--- src/rtl/matmul_host_ctrl.sv ---
// Memory-mapped host controller for the flattened-operand matrix multiplier:
// packs CPU word writes into A/B buses, sequences the run, serves C and status.
module matmul_host_ctrl #(
  parameter int          ORDER     = 2,
  parameter int          BITWIDTH  = 32,
  parameter logic [31:0] BASE_ADDR = 32'h0200_0000
) (
  input  logic                                  clk,
  input  logic                                  reset,
  input  logic                                  mem_valid,
  input  logic [31:0]                           mem_addr,
  input  logic [31:0]                           mem_wdata,
  input  logic [3:0]                            mem_wstrb,
  output logic                                  mem_ready,
  output logic [31:0]                           mem_rdata,
  output logic                                  mm_reset,
  output logic                                  mm_enable,
  output logic [0:ORDER*ORDER*BITWIDTH-1]       mm_a,
  output logic [0:ORDER*ORDER*BITWIDTH-1]       mm_b,
  input  logic [0:ORDER*ORDER*BITWIDTH-1]       mm_c,
  input  logic                                  mm_rdy,
  output logic                                  irq
);

  localparam int NN = ORDER * ORDER;
  localparam int IW = (NN > 1) ? $clog2(NN) : 1;

  typedef enum logic [1:0] {
    S_IDLE,
    S_CLR,
    S_RUN
  } state_t;

  state_t state;

  logic [31:0]         a_word [NN];
  logic [31:0]         b_word [NN];
  logic [BITWIDTH-1:0] c_elem [NN];

  logic done;
  logic err;
  logic busy;

  logic       in_win;
  logic [1:0] region;
  logic [5:0] idx;
  logic [IW-1:0] k;
  logic       idx_ok;
  logic       req;
  logic       wr;
  logic       rd;
  logic       is_a;
  logic       is_b;
  logic       is_c;
  logic       is_ctrl;
  logic       is_stat;
  logic [31:0] rd_val;
  logic       unused_bits;

  assign busy   = (state != S_IDLE);
  assign in_win = (mem_addr[31:10] == BASE_ADDR[31:10]);
  assign region = mem_addr[9:8];
  assign idx    = mem_addr[7:2];
  assign k      = idx[IW-1:0];
  assign idx_ok = ({1'b0, idx} < 7'(NN));

  // The ~mem_ready term stops a still-held request from acting twice.
  assign req = mem_valid & in_win & ~mem_ready;
  assign wr  = req & (mem_wstrb != 4'b0000);
  assign rd  = req & (mem_wstrb == 4'b0000);

  assign is_a    = (region == 2'd0) & idx_ok;
  assign is_b    = (region == 2'd1) & idx_ok;
  assign is_c    = (region == 2'd2) & idx_ok;
  assign is_ctrl = (mem_addr[9:2] == 8'hC0);
  assign is_stat = (mem_addr[9:2] == 8'hC1);

  assign unused_bits = ^mem_addr[1:0];

  function automatic logic [31:0] merge(
    input logic [31:0] old,
    input logic [31:0] d,
    input logic [3:0]  s
  );
    logic [31:0] r;
    r = old;
    for (int i = 0; i < 4; i++) begin
      if (s[i]) r[i*8 +: 8] = d[i*8 +: 8];
    end
    return r;
  endfunction

  always_comb begin
    rd_val = '0;
    unique case (1'b1)
      is_a:    rd_val = a_word[k];
      is_b:    rd_val = b_word[k];
      is_c:    rd_val = 32'($signed(c_elem[k]));
      is_stat: rd_val = {29'b0, err, done, busy};
      default: rd_val = '0;
    endcase
  end

  for (genvar g = 0; g < NN; g++) begin : g_pack
    assign mm_a[g*BITWIDTH +: BITWIDTH] = a_word[g][BITWIDTH-1:0];
    assign mm_b[g*BITWIDTH +: BITWIDTH] = b_word[g][BITWIDTH-1:0];
  end

  // The multiplier is held in reset together with this block.
  assign mm_reset = reset | (state == S_CLR);
  assign irq      = done;

  always_ff @(posedge clk or posedge reset) begin
    if (reset) begin
      state     <= S_IDLE;
      mem_ready <= 1'b0;
      mem_rdata <= '0;
      mm_enable <= 1'b0;
      done      <= 1'b0;
      err       <= 1'b0;
      for (int i = 0; i < NN; i++) begin
        a_word[i] <= '0;
        b_word[i] <= '0;
        c_elem[i] <= '0;
      end
    end else begin
      mem_ready <= req;
      mem_rdata <= rd ? rd_val : '0;

      if (wr && (is_a || is_b)) begin
        if (busy) begin
          err <= 1'b1;
        end else if (is_a) begin
          a_word[k] <= merge(a_word[k], mem_wdata, mem_wstrb);
        end else begin
          b_word[k] <= merge(b_word[k], mem_wdata, mem_wstrb);
        end
      end

      if (wr && is_ctrl && mem_wstrb[0]) begin
        if (mem_wdata[1]) done <= 1'b0;
        if (mem_wdata[0]) begin
          if (busy) begin
            err <= 1'b1;
          end else begin
            err   <= 1'b0;
            done  <= 1'b0;
            state <= S_CLR;
          end
        end
      end

      case (state)
        S_CLR: begin
          state     <= S_RUN;
          mm_enable <= 1'b1;
        end
        S_RUN: begin
          if (mm_rdy) begin
            for (int i = 0; i < NN; i++) begin
              c_elem[i] <= mm_c[i*BITWIDTH +: BITWIDTH];
            end
            done      <= 1'b1;
            state     <= S_IDLE;
            mm_enable <= 1'b0;
          end
        end
        default: ;
      endcase
    end
  end

endmodule
--- config.mk ---
export PLATFORM = sky130hd
export DESIGN_NAME = matmul_host_ctrl
export DESIGN_NICKNAME = d
export VERILOG_FILES = /design/src/rtl/matmul_host_ctrl.sv
export SDC_FILE = /design/constraint.sdc
export NUM_CORES = 1
export LEC_CHECK = 0
export ABC_AREA = 0
export CAP_MARGIN = 40
export CORE_ASPECT_RATIO = 1.5
export CORE_MARGIN = 8
export CORE_UTILIZATION = 35
export CTS_BUF_LIST = sky130_fd_sc_hd__clkbuf_2
export CTS_CLUSTER_DIAMETER = 120
export DETAILED_ROUTE_END_ITERATION = 10
export PLACE_DENSITY = 0.6
export SLEW_MARGIN = 15
export SYNTH_ARGS = -nofsm -noshare
export SYNTH_HDL_FRONTEND = slang
export SYNTH_SLANG_ARGS = --single-unit
--- constraint.sdc ---
create_clock -name clk -period 19.7 [get_ports clk]
set_input_delay 5.91 -clock clk [delete_from_list [all_inputs] [get_ports clk]]
set_output_delay 5.91 -clock clk [all_outputs]
set_load 0.01 [all_outputs]
==> key figures <==
Drt
  • Avg Vias per Cell: 5.18
  • DRT Pass-1 Iters: 5
  • Detailed Route Iter0 Violations: 886
  • Vias: 14400
  • DRC: 0
  • Antenna Violating Nets Remaining: 0
  • Total Wirelength: 67900 um
  • DR WL/cell: 24.4 um

Logic synthesis
  • Syn Area/Cell: 12.3 um^2
  • Largest area contributor in the netlist: dfrtp_1
  • Dominant cells by area after synthesis: dfrtp_1 (57%), mux4_2 (11%), mux2_2 (7.8%)
  • Most frequent cell after synthesis: dfrtp_1
  • Yosys top cell area share: 56.8%
  • Main synth FF type: dfrtp_1
  • Yosys synthesis warning count: 0
  • Post-Syn Instances: 1513
  • Netlist Area Pre-Place: 0.0186 mm^2
  • Top cells by count, synth: dfrtp_1 (422), nand2_1 (167), a21oi_1 (162), nor2_1 (135), o21ai_0 (134)
  • Netlist cell types: 41
  • Post-synthesis register bit count: 422
  • Ys async rst share: 100%
  • Sequential element share of the synthesized area: 56.8%
  • Post-synthesis net count: 1716
  • Post-synth EDFFs: 0

Power and ir drop
  • Leakage power: 0.0112 uW
  • P_int: 1150 uW
  • Flop pwr share: 55.2%
  • Clock share of power: 37.8%
  • PD cells: 62.3 mW/mm^2
  • Design Power: 1570 uW
  • Worst VDD drop: 0.0367 mV
  • Psw: 417 uW
  • Comb pwr share: 7.0%
  • Sw Share: 26.6%

Die
  • Die Footprint: 0.0609 mm^2
  • I/O pin count: 492
  • Row Count: 103
  • Die H: 298 um
  • Starting density of the core: 35.4%
  • Core area: 0.0526 mm^2
  • DIE WIDTH: 204 um

STA
  • TNS Setup: 0 ns
  • Tcrit/Tclk final: 66.6%
  • Final Hold Fails: 0
  • Max-slew violation count: 0
  • Highest Clock Rate: 0.0762 GHz
  • Slew margin rel.: 29.6%
  • Worst-Margin Slew: 1.06 ns
  • Min Tclk post-route: 13.12 ns
  • Setup Skew: 0.0784 ns
  • # setup viols final: 0
  • RSZ-0062 raised after global routing: no

Run status
  • Status: finished, final reports clean

Hold path
  • Tightest Hold Check Type: flop to flop

Cells and area
  • Post-route cell area: 0.0252 mm^2
  • # nets final: 2226
  • Share of layout cells above drive strength 1: 20.2%
  • FILL cells: 4909
  • Area Overhead vs Synth: 35.3%

Global routing
  • First-pass GRT wire length: 101000 um
  • GRT Total Usage: 22.1%
  • Vias in the first global route: 15400
  • Largest net degree at the start of global routing: 177
  • Initial antenna violation count: 10
  • GR Overflow Total: 0

Critical path
  • CP max-delay cell: clkdlybuf4s50_1
  • Critical path's most frequent cell: clkdlybuf4s50_1
  • Worst EP arrival: 7.21 ns
  • Crit-path max FO: 2
  • Slowest stage delay, CP: 0.50 ns
  • CP required: 13.79 ns
  • Crit path capture type: primary output
  • Startpoint types: input port
  • Reg2reg setup slack: 16.66 ns
  • Critical path class: input port to primary output
  • CP Cell Sequence: clkdlybuf4s50_1, or2_2, clkdlybuf4s50_1

Place
  • Dpl cell area: 0.0242 mm^2
  • IO Port Bufs: 489
  • DP HPWL: 49600 um
  • Routability cong.: 0.862

CTS
  • Hold Buf Count CTS: 0
  • Root buf cell: clkbuf_2
  • # resized after CTS: 0
  • Worst-path clk slew: 0.08 ns
  • Clk buf depth: 3
  • CTS tree: done
  • Post-CTS Repair Setup Buffers: 0
  • CTS Buf Count: 103
  • Later-pin clock latency in the skew report: 1.12 ns
  • Clock tree sinks: 422
  • Max H-tree Level: 3

Run
  • Max Cap Viol: 0
routing by layer:
metal  GRT usage (%)  up-vias  part of all wire, %
li1                -     6511                    -
met3            6.66      124                  8.1
met4            10.2        0                  3.8
met2            35.0      575                   48
met5               0        -                    0
met1            27.4     7238                   40
critical path, delay by kind of cell:
family	cells	cell delay, ns
buffers and inverters	2	0.98
and+or+nand+nor	1	0.31
final timing paths:
check	start	to	cells past startpoint
setup / recovery	reset	mm_reset	3
hold / removal	c_elem[55]	c_elem[55]	1
setup reg to reg	mem_ready	mm_a[94]	6
hold reg to reg	c_elem[55]	c_elem[55]	1
max in group asynchronous	reset	mm_b[53]	3
min in group asynchronous	reset	c_elem[93]	2
cells in the final DEF (no fill, tap or decap), drive strengths merged, types with 6 or more instances in the layout:
| cell | count |
|---|---|
| inv | 7 |
| mux4 | 93 |
| mux2i | 68 |
| a21oi | 162 |
| nand4 | 6 |
| mux2 | 128 |
| dfrtp | 422 |
| o21ai | 134 |
| buf | 30 |
| clkbuf | 144 |
| a22oi | 32 |
| nor2 | 135 |
| diode | 9 |
| nor4 | 8 |
| clkdlybuf4s50 | 485 |
| nand2 | 167 |
| clkinv | 30 |
power by group through the flow:
stage | Clock (uW) | Combinational (uW) | Sequential (uW)
global placement | 0 | 110 | 883
floorplan | 0 | 46.6 | 883
CTS | 625 | 113 | 866
global route | 668 | 119 | 866
finish | 593 | 110 | 866
detailed placement | 0 | 113 | 883
stage by stage:
| step | std cells | util [%] | setup slack [ns] | hold WS, ns |
|---|---|---|---|---|
| floorplan | 1513 | - | 2.04 | 0.471 |
| global placement | 2594 | 45.8 | 6.56 | 0.482 |
| detailed placement | 2600 | 46.0 | 6.58 | 0.489 |
| CTS | 2779 | 47.8 | 6.57 | 0.511 |
| global route | 2787 | 47.9 | 6.53 | 0.522 |
| finish | 2788 | 47.9 | 6.58 | 0.506 |
sequential cells by signal (all words and copies together) (netlist names):
| signal | count |
|---|---|
| mem_ready | 1 |
| state | 2 |
| mm_enable | 1 |
| c_elem | 128 |
| mem_rdata | 32 |
| irq | 1 |
| err | 1 |
| mm_a | 128 |
| mm_b | 128 |
kinds of logic (layout without fill, tap and decap cells):
kind of cell | Yosys count | count (layout) | synth area share (%)
AO/OA/AOI/OAI | 339 | 339 | 9.70
multiplexers | 289 | 289 | 22.7
adder cells (fa/ha/maj) | 3 | 3 | 0.202
flip-flops | 422 | 422 | 56.8
AND/OR/NAND/NOR | 343 | 343 | 7.83
buffers and inverters | 117 | 701 | 2.80
other | 0 | 9 | 0
final cells by class:
class	count	area, um^2	share of cell area, %
well taps	682	853	3.39
diodes	9	22.5	0.0895
inverters	5	26.3	0.104
flip-flops and latches	422	10600	42.0
clock inverters	36	226	0.900
multi-input cells	974	7570	30.1
clock buffers	143	716	2.84
repair buffers	517	5190	20.6
Power figures use the tool's default switching activity.
